**config.mk**
```make
export PLATFORM = sky130hd
export DESIGN_NAME = fpu_req_arbiter
export DESIGN_NICKNAME = d
export VERILOG_FILES = /design/src/rtl/fpu_arb_pkg.sv /design/src/rtl/fpu_req_arbiter_rr_pick.sv /design/src/rtl/fpu_req_arbiter.sv
export SDC_FILE = /design/constraint.sdc
export NUM_CORES = 1
export LEC_CHECK = 0
export ABC_AREA = 1
export CORE_AREA = 2 2 166 168
export CTS_CLUSTER_SIZE = 12
export DETAILED_ROUTE_END_ITERATION = 16
export DIE_AREA = 0 0 168 170
export DONT_BUFFER_PORTS = 1
export GPL_ROUTABILITY_DRIVEN = 0
export HOLD_SLACK_MARGIN = 0.08
export PLACE_DENSITY = 0.47
export REMOVE_ABC_BUFFERS = 1
export SYNTH_ARGS = -nofsm -noshare
export SYNTH_HDL_FRONTEND = slang
export SYNTH_SLANG_ARGS = --single-unit
```
**constraint.sdc**
```tcl
create_clock -name clk -period 2.9 [get_ports clk]
set_input_delay 0.87 -clock clk [delete_from_list [all_inputs] [get_ports clk]]
set_output_delay 0.87 -clock clk [all_outputs]
set_load 0.05 [all_outputs]
```
**src/rtl/fpu_arb_pkg.sv**
```systemverilog
// Shared definitions for the FPU request arbiter: FSM state encoding,
// FPU op-select codes and the operand/result word width.
package fpu_arb_pkg;
  localparam int WORD_W = 32;

  localparam logic [1:0] OP_ADD = 2'b00;
  localparam logic [1:0] OP_SUB = 2'b01;
  localparam logic [1:0] OP_MUL = 2'b10;
  localparam logic [1:0] OP_DIV = 2'b11;

  typedef enum logic [1:0] {
    IDLE    = 2'd0,
    ISSUE   = 2'd1,
    CAPTURE = 2'd2,
    RESP    = 2'd3
  } state_t;
endpackage

```
**src/rtl/fpu_req_arbiter_rr_pick.sv**
```systemverilog
// rr_pick: combinational winner finder. Searches i_valid upward from i_ptr,
// wrapping NREQ-1 -> 0, and returns the first set index.
//   i_valid  : request vector
//   i_ptr    : search start index (0 gives fixed lowest-index priority)
//   o_onehot : winner as a one-hot vector (all zero if nothing valid)
//   o_idx    : winner index
//   o_any    : at least one request valid
module rr_pick #(
  parameter int NREQ = 4,
  parameter int GW   = 2
) (
  input  logic [NREQ-1:0] i_valid,
  input  logic [GW-1:0]   i_ptr,
  output logic [NREQ-1:0] o_onehot,
  output logic [GW-1:0]   o_idx,
  output logic            o_any
);
  int w_j;

  always_comb begin
    o_onehot = '0;
    o_idx    = '0;
    o_any    = 1'b0;
    w_j      = 0;
    for (int k = 0; k < NREQ; k++) begin
      w_j = int'(i_ptr) + k;
      if (w_j >= NREQ) w_j = w_j - NREQ;
      if (!o_any && i_valid[w_j]) begin
        o_any         = 1'b1;
        o_onehot[w_j] = 1'b1;
        o_idx         = GW'(w_j);
      end
    end
  end
endmodule

```
**src/rtl/fpu_req_arbiter.sv**
```systemverilog
// fpu_req_arbiter: shares one FPU among NREQ requesters, one op in flight.
// Flow: IDLE (accept winner, latch operands) -> ISSUE (fpu_start pulse)
//       -> CAPTURE (latch FPU result) -> RESP (hold resp_valid until taken).
// Config macro FPU_ARB_RR_EN: defined = round-robin arbitration with pointer
// rr; undefined = fixed priority, lowest valid index wins.
// Ports:
//   clk, reset (async, active low)
//   req_valid/req_ready, req_a/req_b/req_sel/req_rmode : request side
//   resp_valid/resp_ready, resp_y/resp_error/resp_overflow : response side
//   fpu_start, fpu_a/b/sel/round_mode, fpu_y/error/overflow : FPU pins
//   busy (not IDLE), grant_id (current or last grantee)
module fpu_req_arbiter
  import fpu_arb_pkg::*;
#(
  parameter int NREQ = 4,
  parameter int GW   = (NREQ > 1) ? $clog2(NREQ) : 1
) (
  input  logic                   clk,
  input  logic                   reset,
  input  logic [NREQ-1:0]        req_valid,
  output logic [NREQ-1:0]        req_ready,
  input  logic [WORD_W*NREQ-1:0] req_a,
  input  logic [WORD_W*NREQ-1:0] req_b,
  input  logic [2*NREQ-1:0]      req_sel,
  input  logic [2*NREQ-1:0]      req_rmode,
  output logic [NREQ-1:0]        resp_valid,
  input  logic [NREQ-1:0]        resp_ready,
  output logic [WORD_W-1:0]      resp_y,
  output logic                   resp_error,
  output logic                   resp_overflow,
  output logic                   fpu_start,
  output logic [WORD_W-1:0]      fpu_a,
  output logic [WORD_W-1:0]      fpu_b,
  output logic [1:0]             fpu_sel,
  output logic [1:0]             fpu_round_mode,
  input  logic [WORD_W-1:0]      fpu_y,
  input  logic                   fpu_error,
  input  logic                   fpu_overflow,
  output logic                   busy,
  output logic [GW-1:0]          grant_id
);
  state_t r_state, w_next;

  logic [WORD_W-1:0] r_a, r_b, r_y;
  logic [1:0]        r_sel, r_rmode;
  logic              r_err, r_ovf;
  logic [GW-1:0]     r_gid;

  logic [NREQ-1:0]   w_onehot;
  logic [GW-1:0]     w_idx, w_ptr;
  logic              w_any, w_accept;

  logic [NREQ-1:0][WORD_W-1:0] w_a_arr, w_b_arr;
  logic [NREQ-1:0][1:0]        w_sel_arr, w_rm_arr;

  assign w_a_arr   = req_a;
  assign w_b_arr   = req_b;
  assign w_sel_arr = req_sel;
  assign w_rm_arr  = req_rmode;

`ifdef FPU_ARB_RR_EN
  logic [GW-1:0] r_rr;
  assign w_ptr = r_rr;

  always_ff @(posedge clk or negedge reset) begin
    if (!reset)                     r_rr <= '0;
    else if (w_accept) begin
      if (int'(w_idx) == NREQ - 1)  r_rr <= '0;
      else                          r_rr <= w_idx + 1'b1;
    end
  end
`else
  assign w_ptr = '0;
`endif

  rr_pick #(.NREQ(NREQ), .GW(GW)) u_pick (
    .i_valid  (req_valid),
    .i_ptr    (w_ptr),
    .o_onehot (w_onehot),
    .o_idx    (w_idx),
    .o_any    (w_any)
  );

  assign w_accept = (r_state == IDLE) && w_any;

  always_ff @(posedge clk or negedge reset) begin
    if (!reset) r_state <= IDLE;
    else        r_state <= w_next;
  end

  always_comb begin
    w_next = r_state;
    unique case (r_state)
      IDLE:    if (w_any) w_next = ISSUE;
      ISSUE:   w_next = CAPTURE;
      CAPTURE: w_next = RESP;
      RESP:    if (resp_ready[r_gid]) w_next = IDLE;
      default: w_next = IDLE;
    endcase
  end

  always_ff @(posedge clk or negedge reset) begin
    if (!reset) begin
      r_a     <= '0;
      r_b     <= '0;
      r_sel   <= '0;
      r_rmode <= '0;
      r_gid   <= '0;
      r_y     <= '0;
      r_err   <= 1'b0;
      r_ovf   <= 1'b0;
    end else begin
      if (w_accept) begin
        r_a     <= w_a_arr[w_idx];
        r_b     <= w_b_arr[w_idx];
        r_sel   <= w_sel_arr[w_idx];
        r_rmode <= w_rm_arr[w_idx];
        r_gid   <= w_idx;
      end
      if (r_state == CAPTURE) begin
        r_y   <= fpu_y;
        r_err <= fpu_error;
        r_ovf <= fpu_overflow;
      end
    end
  end

  // Gated by reset so the accept strobe drops immediately on reset assertion.
  assign req_ready = (reset && r_state == IDLE) ? w_onehot : '0;

  always_comb begin
    resp_valid = '0;
    if (r_state == RESP) resp_valid[r_gid] = 1'b1;
  end

  assign resp_y         = r_y;
  assign resp_error     = r_err;
  assign resp_overflow  = r_ovf;
  assign fpu_start      = (r_state == ISSUE);
  assign fpu_a          = r_a;
  assign fpu_b          = r_b;
  assign fpu_sel        = r_sel;
  assign fpu_round_mode = r_rmode;
  assign busy           = (r_state != IDLE);
  assign grant_id       = r_gid;
endmodule

```
* Yosys cells after proc, flatten, opt, wreduce, memory -nomap -nowiden
Cells that the tools add are included.
W data, S select, Z words.
** Operators by class
- Order comparisons :: 3
- Equality and inequality tests :: 5
- Muxes and demuxes :: 28
- Reduce and logical (&&, ||, !) cells :: 12
** Operator list (number)
- $bmux W32 S2 :: 2
- $mux W32 :: 2
- $mux W2 :: 7
- $mux W4 :: 3
- $bmux W2 S2 :: 2
- $mux W1 :: 8
- $pmux W2 S4 :: 1
- $logic_and A1 B1 Y1 :: 6
- $lt A2 B3 Y1 const B :: 2
- $eq A2 B2 Y1 const B :: 2
- $ne A2 B2 Y1 const B :: 2
- $logic_not A1 Y1 :: 3
- $mux W3 :: 1
- $bmux W1 S2 :: 1
- $demux W1 S2 :: 1
- $eq A2 B1 Y1 const B :: 1
- $ge A2 B1 Y1 const B :: 1
- $logic_not A2 Y1 :: 1
- $reduce_and A2 Y1 :: 1
- $reduce_bool A2 Y1 :: 1
** Storage, ports and cells
- Register bits after elaboration :: 106
- Input port bits :: 316
- Output and inout port bits :: 114
- Logic and storage cells :: 57

* Logic depth before layout (Yosys ltp)
- Depth after elaboration :: 12
- Depth in mapped cells :: 10
- Gate-level depth less buffers :: 9

* Modules after synthesis
From an unflattened synthesis, not the netlist that was laid out.
** Unflattened totals
- Cells, all modules :: 859
- Area total of the unflattened synthesis :: 6487.5 µm²
** By module, submodules not included
- fpu_req_arbiter :: instances 1, cells each 782, area an instance 6027.0 µm²
- rr_pick :: instances 1, cells each 77, area an instance 460.4 µm²

* Least setup slack after synthesis
OpenSTA, ideal clock, no wires.
- Path type :: input -> output
- Start :: input port req_valid[1]
- End :: output port req_ready[2]
- Arrival :: 2425 ps
- Data required time :: 2030 ps
- Path slack :: -395 ps
- Stages on the path :: 1
- Cell sequence :: nor4_1
** Between the ends
- Word-level cells in the longest chain between the ends :: 7
** Ends and longest elaborated chain
- from (decl) :: line fpu_req_arbiter.sv:20 : input logic [NREQ-1:0] req_valid,
- $logic_and A1 B1 Y1 :: line fpu_req_arbiter_rr_pick.sv:28 : if (!o_any && i_valid[w_j]) begin
- $mux W1 :: line fpu_req_arbiter_rr_pick.sv:28
- $logic_not A1 Y1 :: line fpu_req_arbiter_rr_pick.sv:28
- $logic_and A1 B1 Y1 :: line fpu_req_arbiter_rr_pick.sv:28
- $mux W3 :: line fpu_req_arbiter_rr_pick.sv:28
- $mux W4 :: line fpu_req_arbiter_rr_pick.sv:28
- $mux W4 :: line fpu_req_arbiter.sv:129 : assign req_ready = (reset && r_state == IDLE) ? w_onehot : '0;
- to (decl) :: line fpu_req_arbiter.sv:21 : output logic [NREQ-1:0] req_ready,
No other way between the ends.

* Worst setup path after layout
- Start :: register r_gid[1] (netlist: grant_id[1])
- End :: output port resp_valid[2]
** Between the ends
- Word-level cells in the longest chain between the ends :: 5
** Ends and longest elaborated chain
- from (decl) :: line fpu_req_arbiter.sv:47 : logic [GW-1:0] r_gid;
- from (signal assigned) :: line fpu_req_arbiter.sv:118 : r_gid <= w_idx;
- $lt A2 B3 Y1 (not written as such) / $ge A2 B1 Y1 (equally long branches) :: line fpu_req_arbiter.sv:133 : if (r_state == RESP) resp_valid[r_gid] = 1'b1;
- $logic_and A1 B1 Y1 (not written as such) :: line fpu_req_arbiter.sv:133
- $mux W1 (not written as such) :: line fpu_req_arbiter.sv:133
- $demux W1 S2 (*) :: line fpu_req_arbiter.sv:133
- $mux W4 (*) :: line fpu_req_arbiter.sv:133
- to (decl) :: line fpu_req_arbiter.sv:26 : output logic [NREQ-1:0] resp_valid,
Mark *: on every way between the ends. The rest lies on a longest branch, timed or not.

==> impl_metrics.tcl <==
set metrics [dict create \
    rows 60 \
    coreArea_sq_um 26650 \
    critical_path.max_stage_delay_ns 0.73 \
    timing_worst_slew_pin_value_ns 0.9696 \
    cts_tree "yes" \
    grt_first_pass_wirelength_um 38790 \
    rsz0062_at_grt "false" \
    clk_pin_slew_worst_paths_ns 0.08 \
    leakagePower_nw 4.373 \
    top_level_ports 430 \
    grt_util_all_layers_pct 17.33 \
    drc 0 \
    initial_antenna_violation_count 1 \
    clock-sinks 106 \
    drive_gt1_share_pct 4.348 \
    worst_ep_required_time_ns 2.03 \
    critical_path.cell_chain "inv_1, nor3_1, buf_4" \
    finalHoldWorstSlack_ns 0.1992 \
    syn_inst 1163 \
    timing.final.crit_period_ns 2.683 \
    dpl.hpwl_um 18920 \
    internal-power_w 0.003608 \
    syn2layout_area_growth_pct 9.103 \
    drt.antenna.violating_nets 0 \
    summed_instance_area_of_the_synthesized_netlist_sq_um 7229 \
    finish.net_count 1442 \
    post_cts_resized 0 \
    clock_insertion_delay_worst_skew_ns 0.36 \
    first_global_vias 6560 \
    power.switching_fraction_pct 60.24 \
    cts.hold.buffers_added 0 \
    via_count 7089 \
    placement.setup.worst_slack_ns 0.4794 \
    clock_path_buffers 2 \
    worst_clk_skew_ns 0.01305 \
    combinationalPowerShare_pct 26.9 \
    synthFlopType "dfrtp_1" \
    synth-seq-area-share_pct 36.69 \
    synth_largest_area_cell "dfrtp_1" \
    sequentialPowerShare_pct 59.1 \
    cp_num_buf_inv 2 \
    crit_path_class "flop to output pin" \
    post_drt_wl_per_cell_um 17.72 \
    count_of_flip_flops_with_a_built_in_enable_after_synthesis 0 \
    finalWirelength_um 26030 \
    run_status "completed" \
    proportion_of_synthesized_flip_flops_having_asynchronous_set_or_reset_pct 100.0 \
    worst_ir_drop_vdd_uv 377.4 \
    numPortBuffers 0 \
    endpoint_arrival_time_on_the_critical_path_ns 1.81 \
    starting_density_of_the_core_pct 27.13 \
    timing.fmax_ghz 0.3727 \
    post_synth_num_cell_types 23 \
    post_synth_main_area_contributors "dfrtp_1, nand2_1, inv_1" \
    grt_start_max_net_pins 108 \
    setup_repair_bufs_after_cts 0 \
    dr.first_iter.drc_count 457 \
    min_period_over_period_pct 92.51 \
    postLayoutCellArea_sq_um 7888 \
    placed_cell_area_sq_um 7595 \
    slew_viol_final 0 \
    cts_htree_levels 3 \
    avgSynthCellArea_sq_um 6.216 \
    cp_slowest_cell "dfrtp_1" \
    die-height_um 170 \
    power.density_cell_area_nw_per_um2 1151 \
    fp.dieArea_sq_um 28560 \
    gr-total-overflow 0 \
    avgViaCountPerCell 4.826 \
    cp_max_fo 6 \
    worst_slew_margin_rel_pct 34.96 \
    yosys_register_bits 106 \
    synth_warnings 0 \
    clock_power_share_pct 13.9 \
    synth_commonest_cells "nand2_1, inv_1, nand3_1" \
    crit_path_start_kind "flop" \
    crit_path_setup_slack_layout_ns 0.2171 \
    finish.cell_count_without_fillers 1469 \
    power.switching_w 0.005467 \
    synthMostInstantiatedCell "nand2_1" \
    critical-path-top-delay-family "flip-flops" \
    firstDrtPassIters 5 \
    place.detailed.instances 1452 \
    cts_buffers 9 \
    timing.hold.worst.class "primary input to async pin" \
    cts.root.buffer_cell "clkbuf_16" \
    die_w_um 168 \
    crit_path_end_kind "output pin" \
    drv_cap 0 \
    hold_viol_final 0 \
    final_number_of_setup_violating_endpoints 0 \
    synthDominantCellAreaShare_pct 36.69 \
]
## sequential cells by signal (all words and copies together), names as in the netlist
| register | flops |
|---|---|
| fpu_a | 32 |
| fpu_b | 32 |
| resp_y | 32 |
| fpu_round_mode | 2 |
| fpu_sel | 2 |
| grant_id | 2 |
| r_state | 2 |
| resp_error | 1 |
| resp_overflow | 1 |
## final timing paths
check                      cells past startpoint            end  slack, ns   startpoint
max                                            3  resp_valid[2]       0.22  grant_id[1]
min                                            0     resp_y[14]       0.20        reset
max reg2reg                                    8       fpu_a[0]       0.98   r_state[0]
min reg2reg                                    2     r_state[0]       0.57   r_state[0]
max in group asynchronous                      0      fpu_a[24]       2.50        reset
min in group clk                               2     r_state[0]       0.57   r_state[0]
## cell usage in the layout, fill, tap and decap left out, types with 2 or more instances in the layout
cell type,count
nand2_1,419
inv_1,200
nand3_1,142
dfrtp_1,106
o21ai_0,63
nor2_1,46
a21oi_1,42
nand3b_1,41
buf_4,18
clkbuf_16,9
o21ai_1,8
buf_12,6
nor3_1,4
ha_1,4
nand2_4,2
inv_2,2
inv_8,2
clkinv_4,2
## per-layer routing
metal | up-vias | wire length, um | GRT usage (%)
met3 | 36 | 1951 | 4.488
met2 | 318 | 12510 | 29.14
met5 | - | 0 | 0
li1 | 3448 | - | -
met4 | 0 | 608 | 5.369
met1 | 3287 | 10960 | 21.83
## stage by stage
step	setup TNS, ns	utilization, %	power [W]
5_1_grt	0	29.60	0.009669
3_5_place_dp	0	28.50	0.007891
6_report	0	29.60	0.009076
3_3_place_gp	0	28.50	0.007862
4_1_cts	0	29.59	0.009190
2_1_floorplan	-118.56	-	0.006961
## cell type report
type	instances	area, sq um
sequential	106	2653
clock inverter	5	47.55
timing repair buffer	24	255.2
multi-input combinational	777	3492
inverter	204	768.2
fill	3035	18760
tap	341	426.7
antenna	1	2.502
clock buffer	11	242.7
## cell families (layout without fill, tap and decap cells)
group / Yosys count / after routing / synth area share, %
other: 0 / 1 / 0
AOI/OAI and AO/OA: 115 / 115 / 8.031
and+or+nand+nor: 658 / 658 / 39.08
adders and majority gates: 4 / 4 / 0.6923
DFF: 106 / 106 / 36.69
buffers and inverters: 280 / 244 / 15.51
## power groups by stage
stage | Combinational [W] | Sequential (W) | Clock [W]
final | 0.00244 | 0.00537 | 0.00126
after global routing | 0.00283 | 0.00545 | 0.00139
after CTS | 0.00248 | 0.00539 | 0.00133
after detailed placement | 0.00248 | 0.00541 | 0
after global placement | 0.00244 | 0.00543 | 0
after floorplan | 0.00184 | 0.00512 | 0
## worst register-to-register path, delay by kind of cell (launching register included)
family | cells | cell delay, ns
buffers and inverters | 3 | 0.68
flip-flops | 1 | 0.42
AND/OR/NAND/NOR | 3 | 0.40
adder cells (fa/ha/maj) | 1 | 0.24
AO/OA/AOI/OAI | 1 | 0.06
Power figures use the tool's default switching activity.
